## src/rtl/mul_iter.sv

```systemverilog
// Iterative radix-2^STEP multiplier for MUL/MULH/MULHSU/MULHU: operands are
// converted to magnitudes, accumulated STEP bits per cycle, then re-signed.
module mul_iter #(
    parameter int XLEN = 32,
    parameter int STEP = 4
) (
    input  logic            clk,
    input  logic            rst,
    input  logic            in_valid,
    output logic            in_ready,
    input  logic [1:0]      op,
    input  logic [XLEN-1:0] a,
    input  logic [XLEN-1:0] b,
    input  logic            flush,
    output logic            out_valid,
    input  logic            out_ready,
    output logic [XLEN-1:0] result,
    output logic [1:0]      dbg_state
);

    // Handshakes: a transfer happens on a rising edge where valid and ready
    // are both high; in_ready depends only on state and rst, and out_valid
    // with result stays stable until out_ready is seen.

    localparam int N    = XLEN / STEP;
    localparam int CW   = (N > 1) ? $clog2(N) : 1;
    localparam int PW   = 2 * XLEN;
    localparam logic [CW-1:0] LAST = CW'(N - 1);

    typedef enum logic [1:0] {
        S_IDLE = 2'd0,
        S_BUSY = 2'd1,
        S_FIX  = 2'd2,
        S_DONE = 2'd3
    } state_t;

    state_t          state_q, state_d;
    logic [1:0]      op_q, op_d;
    logic            sa_q, sa_d;
    logic            sb_q, sb_d;
    logic [PW-1:0]   mcand_q, mcand_d;
    logic [XLEN-1:0] mplier_q, mplier_d;
    logic [PW-1:0]   acc_q, acc_d;
    logic [CW-1:0]   cnt_q, cnt_d;
    logic [XLEN-1:0] result_q, result_d;
    logic            out_valid_q, out_valid_d;

    logic            accept;
    logic [PW-1:0]   pp;
    logic [PW-1:0]   product;

    assign accept = (state_q == S_IDLE) && in_valid && !flush;

    always_ff @(posedge clk or posedge rst) begin
        if (rst) begin
            state_q     <= S_IDLE;
            op_q        <= '0;
            sa_q        <= 1'b0;
            sb_q        <= 1'b0;
            mcand_q     <= '0;
            mplier_q    <= '0;
            acc_q       <= '0;
            cnt_q       <= '0;
            result_q    <= '0;
            out_valid_q <= 1'b0;
        end else begin
            state_q     <= state_d;
            op_q        <= op_d;
            sa_q        <= sa_d;
            sb_q        <= sb_d;
            mcand_q     <= mcand_d;
            mplier_q    <= mplier_d;
            acc_q       <= acc_d;
            cnt_q       <= cnt_d;
            result_q    <= result_d;
            out_valid_q <= out_valid_d;
        end
    end

    always_comb begin
        state_d = state_q;
        if (flush) begin
            state_d = S_IDLE;
        end else begin
            case (state_q)
                S_IDLE: if (in_valid) state_d = S_BUSY;
                S_BUSY: if (cnt_q == LAST) state_d = S_FIX;
                S_FIX:  state_d = S_DONE;
                S_DONE: if (out_ready) state_d = S_IDLE;
                default: state_d = S_IDLE;
            endcase
        end
    end

    // The multiplicand is pre-shifted each cycle so only constant shifts remain.
    always_comb begin
        pp = '0;
        for (int i = 0; i < STEP; i++) begin
            if (mplier_q[i]) pp = pp + (mcand_q << i);
        end
    end

    assign product = (sa_q ^ sb_q) ? (~acc_q + PW'(1)) : acc_q;

    always_comb begin
        op_d        = op_q;
        sa_d        = sa_q;
        sb_d        = sb_q;
        mcand_d     = mcand_q;
        mplier_d    = mplier_q;
        acc_d       = acc_q;
        cnt_d       = cnt_q;
        result_d    = result_q;
        out_valid_d = out_valid_q;
        if (flush) begin
            out_valid_d = 1'b0;
        end else if (accept) begin
            op_d     = op;
            sa_d     = ((op == 2'b01) || (op == 2'b10)) && a[XLEN-1];
            sb_d     = (op == 2'b01) && b[XLEN-1];
            mcand_d  = {{XLEN{1'b0}}, (sa_d ? (~a + XLEN'(1)) : a)};
            mplier_d = sb_d ? (~b + XLEN'(1)) : b;
            acc_d    = '0;
            cnt_d    = '0;
        end else if (state_q == S_BUSY) begin
            acc_d    = acc_q + pp;
            mcand_d  = mcand_q << STEP;
            mplier_d = mplier_q >> STEP;
            cnt_d    = cnt_q + CW'(1);
        end else if (state_q == S_FIX) begin
            result_d    = (op_q == 2'b00) ? product[XLEN-1:0] : product[PW-1:XLEN];
            out_valid_d = 1'b1;
        end else if ((state_q == S_DONE) && out_ready) begin
            out_valid_d = 1'b0;
        end
    end

    always_comb begin
        in_ready  = (state_q == S_IDLE) && !rst;
        out_valid = out_valid_q;
        result    = result_q;
        dbg_state = state_q;
    end

endmodule

```

## config.mk

```make
export PLATFORM = sky130hd
export DESIGN_NAME = mul_iter
export DESIGN_NICKNAME = d
export VERILOG_FILES = /design/src/rtl/mul_iter.sv
export SDC_FILE = /design/constraint.sdc
export NUM_CORES = 1
export LEC_CHECK = 0
export CAP_MARGIN = 0
export CELL_PAD_IN_SITES_DETAIL_PLACEMENT = 0
export CELL_PAD_IN_SITES_GLOBAL_PLACEMENT = 1
export CORE_AREA = 2 2 301 303
export DETAILED_ROUTE_END_ITERATION = 16
export DIE_AREA = 0 0 303 305
export GPL_ROUTABILITY_DRIVEN = 0
export PLACE_DENSITY_LB_ADDON = 0.1
export SETUP_SLACK_MARGIN = 0.15
export SYNTH_ARGS = -nofsm -noshare
export SYNTH_HDL_FRONTEND = slang
export SYNTH_SLANG_ARGS = --single-unit
```

## constraint.sdc

```tcl
create_clock -name clk -period 9.3 [get_ports clk]
set_input_delay 1.86 -clock clk [delete_from_list [all_inputs] [get_ports clk]]
set_output_delay 1.86 -clock clk [all_outputs]
set_load 0.005 [all_outputs]
```

==> results.ini, run 1 <==
[sta]
final_hold_viol_count=0
relSlewSlack=0.196
fmax_ghz=0.109
setup_viol=0
maxSlewViolCount=0
rsz0062_at_grt=yes
period_share=0.990
tightestPinTransition_ps=1200
tns_ps=0
post-route-min-period_ps=9210
skew_ps=20.8

[floorplan]
die_x_um=303
io_pins=107
core-area_um2=89300
rows=110
initial_core_util=0.298
die_area_um2=92400
die_h_um=305

[worst_setup_path]
path_common_cell=a21o_1
critical_path_required_ps=9730
cp_slowest_cell=dfrtp_2
endpoint_kind=flop
cp_slowest_stage_delay_ps=460
critPathLaunchType=flop
crit_fanout=8
worstPathArrival_ps=9640
path_class=flop to flop

[grt]
gr-usage-all-layers=0.222
gr-total-overflow=0
grt_max_degree=100
antenna_found_initial=0
grt_pass1_wl_mm=165
first_global_vias=29700

[clock_network]
clkLatencyLatePin_ps=580
cts_tree=built
clockBufferDepth=3
cts_buffers=28
clk_pin_slew_ps=60
h-tree-depth=1
cts_sinks=202
root_buffer=clkbuf_16

[logic_synthesis]
syn_avg_cell_area_um2=7.48
synthesis.area_um2=26600
ys_warn_count=0
ys_seq_elements=202
synth-edff-count=0
syn_inst=3555
synth_flop_cell=dfrtp_1
ys_seq_area_frac=0.190
async_reset_ff_frac=1.00
synth.distinct_cells=92
syn_nets=3881

[cells_and_area]
finalNetCount=4661
final_cell_mix=buf_4 (792), nand2_1 (436), a21oi_1 (260)
stdcell_area_um2=37800
synthToLayoutAreaGrowth_pct=42.0
layout-drive-gt1-share=0.295
final_common_cell=buf_4

[routing]
drtPass1Iterations=11
num_vias=29400
drt-wirelength-per-cell_um=19.1
antenna_left=0
drtIter0Drc=1642
totalWireLength_mm=105
drc_errors=2
vias_per_cell=5.31

[place]
port_buffers=106
place_area_um2=33700
hpwl_mm=81.9

[hold_path]
hp-class=flop to flop

[status]
status=complete, but fails checks
violations=design-rule violations

[run]
maxCapViolations=0

-- final cells by class --
cell class                      count  area [um2]
Timing Repair Buffer              922        7330
Clock buffer                       42         845
Tap cell                         1176        1470
Fill cell                        9141       51600
Multi-Input combinational cell   3065       22400
Antenna cell                        1        2.50
Sequential cell                   202        5060
Inverter                          116         443
Clock inverter                      8         165
-- registers in the layout (all words and copies together), names as in the netlist --
| name | cells |
|---|---|
| op_q | 2 |
| acc_q | 64 |
| sa_q | 1 |
| mcand_q | 64 |
| mplier_q | 32 |
| out_valid | 1 |
| result | 32 |
| cnt_q | 3 |
| sb_q | 1 |
| dbg_state | 2 |
-- metrics by stage --
| step | utilization | hold WS (ps) | std cells | setup slack [ps] |
|---|---|---|---|---|
| 2_1_floorplan | - | 446 | 3555 | 151 |
| 3_3_place_gp | 0.377 | 466 | 5328 | -536 |
| 3_5_place_dp | 0.377 | 472 | 5328 | -550 |
| 4_1_cts | 0.407 | 486 | 5487 | 141 |
| 5_1_grt | 0.423 | 518 | 5531 | -372 |
| 6_report | 0.423 | 478 | 5532 | 91.0 |
-- kinds of logic (layout without fill, tap and decap cells) --
logic type | after synthesis | in the layout | synth area share
adders and majority gates | 255 | 255 | 0.121
and+or+nand+nor | 1087 | 1087 | 0.190
xor gates and xnor gates | 348 | 348 | 0.115
other | 0 | 1 | 0
AOI/OAI and AO/OA | 1275 | 1275 | 0.302
muxes | 100 | 100 | 0.0416
buffers and inverters | 288 | 1088 | 0.0409
DFF | 202 | 202 | 0.190
-- what timing repair did --
action	4_1_cts	5_1_grt
setup buffers	109	44
hold buffers	0	0
pin swaps	123	173
setup endpoints to repair	15	31
gates resized for setup	175	227
cloned	0	0
-- critical path, delay by kind of cell (launching register included) --
family                   cells  cell delay (ps)
flip-flops                   1              460
adder cells (fa/ha/maj)      4              980
AO/OA/AOI/OAI               27             4740
XOR/XNOR                     4              510
AND/OR/NAND/NOR              8              830
multiplexers                 1              290
buffers and inverters        9             1280
-- layer usage --
layer | vias up | share of wire | track usage
met1 | 14200 | 0.43 | 0.274
met4 | 0 | 0.032 | 0.0619
met5 | - | 0 | 0
met3 | 164 | 0.028 | 0.0162
met2 | 534 | 0.51 | 0.409
li1 | 14500 | - | -
-- cell usage after synthesis, types with 55 or more instances --
cell | instances | area, um2
xnor2_1 | 200 | 1750
xor2_1 | 148 | 1300
o21ai_1 | 58 | 290
o21ai_0 | 304 | 1520
inv_1 | 116 | 435
nand3_1 | 62 | 310
a31oi_1 | 70 | 438
nand2_1 | 448 | 1680
ha_1 | 251 | 3140
mux2_2 | 83 | 935
and2_1 | 55 | 344
clkbuf_1 | 157 | 589
a21oi_1 | 344 | 1720
dfrtp_1 | 202 | 5050
a21o_1 | 173 | 1300
nor2_1 | 236 | 886
-- worst paths after layout --
path / cells past startpoint / to / start / slack, ps
setup / recovery: 53 / acc_q[56]$_DFFE_PP0P_ / mplier_q[0]$_DFFE_PP0P_ / 90
hold / removal: 2 / result[5]$_DFFE_PP0P_ / result[5]$_DFFE_PP0P_ / 480
setup reg to reg: 53 / acc_q[56]$_DFFE_PP0P_ / mplier_q[0]$_DFFE_PP0P_ / 90
hold reg to reg: 2 / result[5]$_DFFE_PP0P_ / result[5]$_DFFE_PP0P_ / 480
max in group asynchronous: 3 / result[20]$_DFFE_PP0P_ / rst / 6070
min in group asynchronous: 2 / mplier_q[30]$_DFFE_PP0P_ / rst / 1840
Power of run 1 is not shown: default switching activity piles up to over one toggle a cycle in this logic, so the estimate is an artifact.
==> inputs of run 2 (changes only) <==
--- a/config.mk
+++ b/config.mk
@@ -12,6 +12,7 @@
 export DETAILED_ROUTE_END_ITERATION = 16
 export DIE_AREA = 0 0 303 305
 export GPL_ROUTABILITY_DRIVEN = 0
+export GPL_TIMING_DRIVEN = 0
 export PLACE_DENSITY_LB_ADDON = 0.1
 export SETUP_SLACK_MARGIN = 0.15
 export SYNTH_ARGS = -nofsm -noshare
==> run 2 against run 1 <==
  * The run ends with design-rule violations, negative setup slack left
  * Core utilization is 3.6 points lower
  * Final area down 8.5%
  * Sequential share of layout area grew 1.2 points
  * Die area is the same
  * Critical path type unchanged
  * Critical endpoint is now acc_q[62]$_DFFE_PP0P_
==> results.ini, run 2 (synthesized netlist as in run 1, its figures left out) <==
[sta]
post-route-min-period_ps=10080  ; +872 ps
setup_slack_ps=-781  ; -872 ps
setup_viol=23  ; +23
relSlewSlack=0.0366  ; -0.159
fmax_ghz=0.0992  ; -8.6%
maxSlewViolCount=0  ; unchanged
tightestPinTransition_ps=1440  ; +236 ps
final_hold_viol_count=0  ; unchanged
skew_ps=16.1  ; -4.70 ps
period_share=1.08  ; +0.0937
holdWs_ps=474  ; -4.44 ps
rsz0062_at_grt=yes

[routing]
met2WireLength_mm=56.8  ; +5.3%
num_vias=28100  ; -4.5%
antenna_left=0  ; unchanged
drtIter0Drc=1753  ; +6.8%
totalWireLength_mm=119  ; +13%
vias_per_cell=5.49  ; +3.5%
highest_layer=met5
wl_met1_mm=54.0  ; +19%
drtPass1Iterations=12  ; +1
drc_errors=1  ; -1
route.met3.wl_mm=3.90  ; +31%
drt-wirelength-per-cell_um=23.4  ; +23%

[status]
status=complete, but fails checks
violations=design-rule violations, negative setup slack

[floorplan]
die_h_um=305  ; unchanged
rows=110  ; unchanged
core-area_um2=89300  ; unchanged
initial_core_util=0.298  ; unchanged
die_area_um2=92400  ; unchanged
die_x_um=303  ; unchanged
io_pins=107  ; unchanged

[clock_network]
clockBufferDepth=3  ; unchanged
h-tree-depth=1  ; unchanged
cts_tree=built
cts_buffers=29  ; +3.6%
cts_sinks=202  ; unchanged
clkLatencyLatePin_ps=580  ; about the same
cts_hold_buf=0  ; unchanged
clk_pin_slew_ps=60  ; about the same
root_buffer=clkbuf_16

[hold_path]
hp-class=flop to flop

[place]
port_buffers=106  ; unchanged
dp.cells=4840  ; -9.2%
hpwl_mm=93.4  ; +14%

[grt]
grt_pass1_wl_mm=175  ; +6.2%
gr-usage-all-layers=0.250  ; +0.0275
grt_max_degree=112  ; +12%
antenna_found_initial=5  ; +5
gr-total-overflow=0  ; unchanged
first_global_vias=27500  ; -7.5%

[cells_and_area]
final_common_cell=nand2_1
diodes=0  ; -1
biggestRegsByFlops=acc_q: 64 flops, mcand_q: 64 flops
final_cell_mix=nand2_1 (435), a21oi_1 (265), o21ai_0 (240)
finalNetCount=4239  ; -9.1%
finalNonFillerCells=5108  ; -7.7%
nFillCells=9283  ; +1.6%
synthToLayoutAreaGrowth_pct=29.9
layout-drive-gt1-share=0.194  ; -0.101

[worst_setup_path]
worstPathArrival_ps=10520  ; +880 ps
path_common_cell=a21o_1
cp_slowest_stage_delay_ps=420  ; -40 ps
crit_fanout=6  ; -2
cp_slowest_cell=dfrtp_2
critPathLaunchType=flop
endpoint_kind=flop
critical_path_required_ps=9740  ; about the same
path_class=flop to flop

[run]
maxCapViolations=0  ; unchanged

run 2: cell count changes in the layout (fill, tap and decap cells not counted), moves of 7 or more:
cell,before,now
a21oi_2,77,67
buf_4,792,195
ha_1,196,182
mux2_2,69,62
clkbuf_1,6,130
buf_6,17,26
clkbuf_2,0,10
o21ai_0,252,240
buf_1,0,9
a31oi_4,3,10
mux2_4,14,21
ha_2,10,21
run 2: worst max-delay path: cells and delay by family (launching register included):
family          cells  cell delay, ps
compound gates     23            4180
xor+xnor            4             600
fa+ha+maj           5            1210
buf+inv            12            1650
flops               1             420
mux                 2             590
simple gates        9            1240
run 2: path summary, 6_finish.rpt:
| kind | slack, ps | startpoint | to | cells past startpoint |
|---|---|---|---|---|
| max | -780 | mplier_q[0]$_DFFE_PP0P_ | acc_q[62]$_DFFE_PP0P_ | 55 |
| max in group asynchronous | 6470 | rst | acc_q[24]$_DFFE_PP0P_ | 4 |
| max reg2reg | -780 | mplier_q[0]$_DFFE_PP0P_ | acc_q[62]$_DFFE_PP0P_ | 55 |
| min | 470 | result[23]$_DFFE_PP0P_ | result[23]$_DFFE_PP0P_ | 2 |
| min in group asynchronous | 1590 | rst | mplier_q[19]$_DFFE_PP0P_ | 2 |
| min reg2reg | 470 | result[23]$_DFFE_PP0P_ | result[23]$_DFFE_PP0P_ | 2 |
run 2: area by class of cell:
type | count | area (um2) | share of cell area
Multi-Input combinational cell | 3065 | 22800 | 0.661
Sequential cell | 202 | 5060 | 0.146
Timing Repair Buffer | 327 | 2890 | 0.0836
Tap cell | 1176 | 1470 | 0.0426
Buffer | 172 | 898 | 0.0260
Clock buffer | 35 | 788 | 0.0228
Inverter | 116 | 445 | 0.0129
Clock inverter | 15 | 166 | 0.00482
run 2: what timing repair did:
| action | CTS | global route |
|---|---|---|
| setup endpoints to repair | 42 | 37 |
| pin swaps | 167 | 184 |
| gates cloned | 0 | 0 |
| buffers inserted | 134 | 84 |
| resized for setup | 334 | 239 |
run 2: per-layer routing:
layer,track usage,vias up
met2,0.428,658
met5,0,-
li1,-,13700
met1,0.333,13600
met4,0.0752,2
met3,0.0170,180
run 2: through the flow:
step	cell area [um2]	utilization	setup TNS [ps]	worst slack [ps]
2_1_floorplan	26800	-	0	151
3_3_place_gp	29300	0.328	-464270	-3120
3_5_place_dp	29400	0.329	-61410	-2960
4_1_cts	32900	0.369	-5500	-684
5_1_grt	34500	0.387	-18730	-1100
6_report	34500	0.387	-8660	-781
Power of run 2 is left out for the same reason.
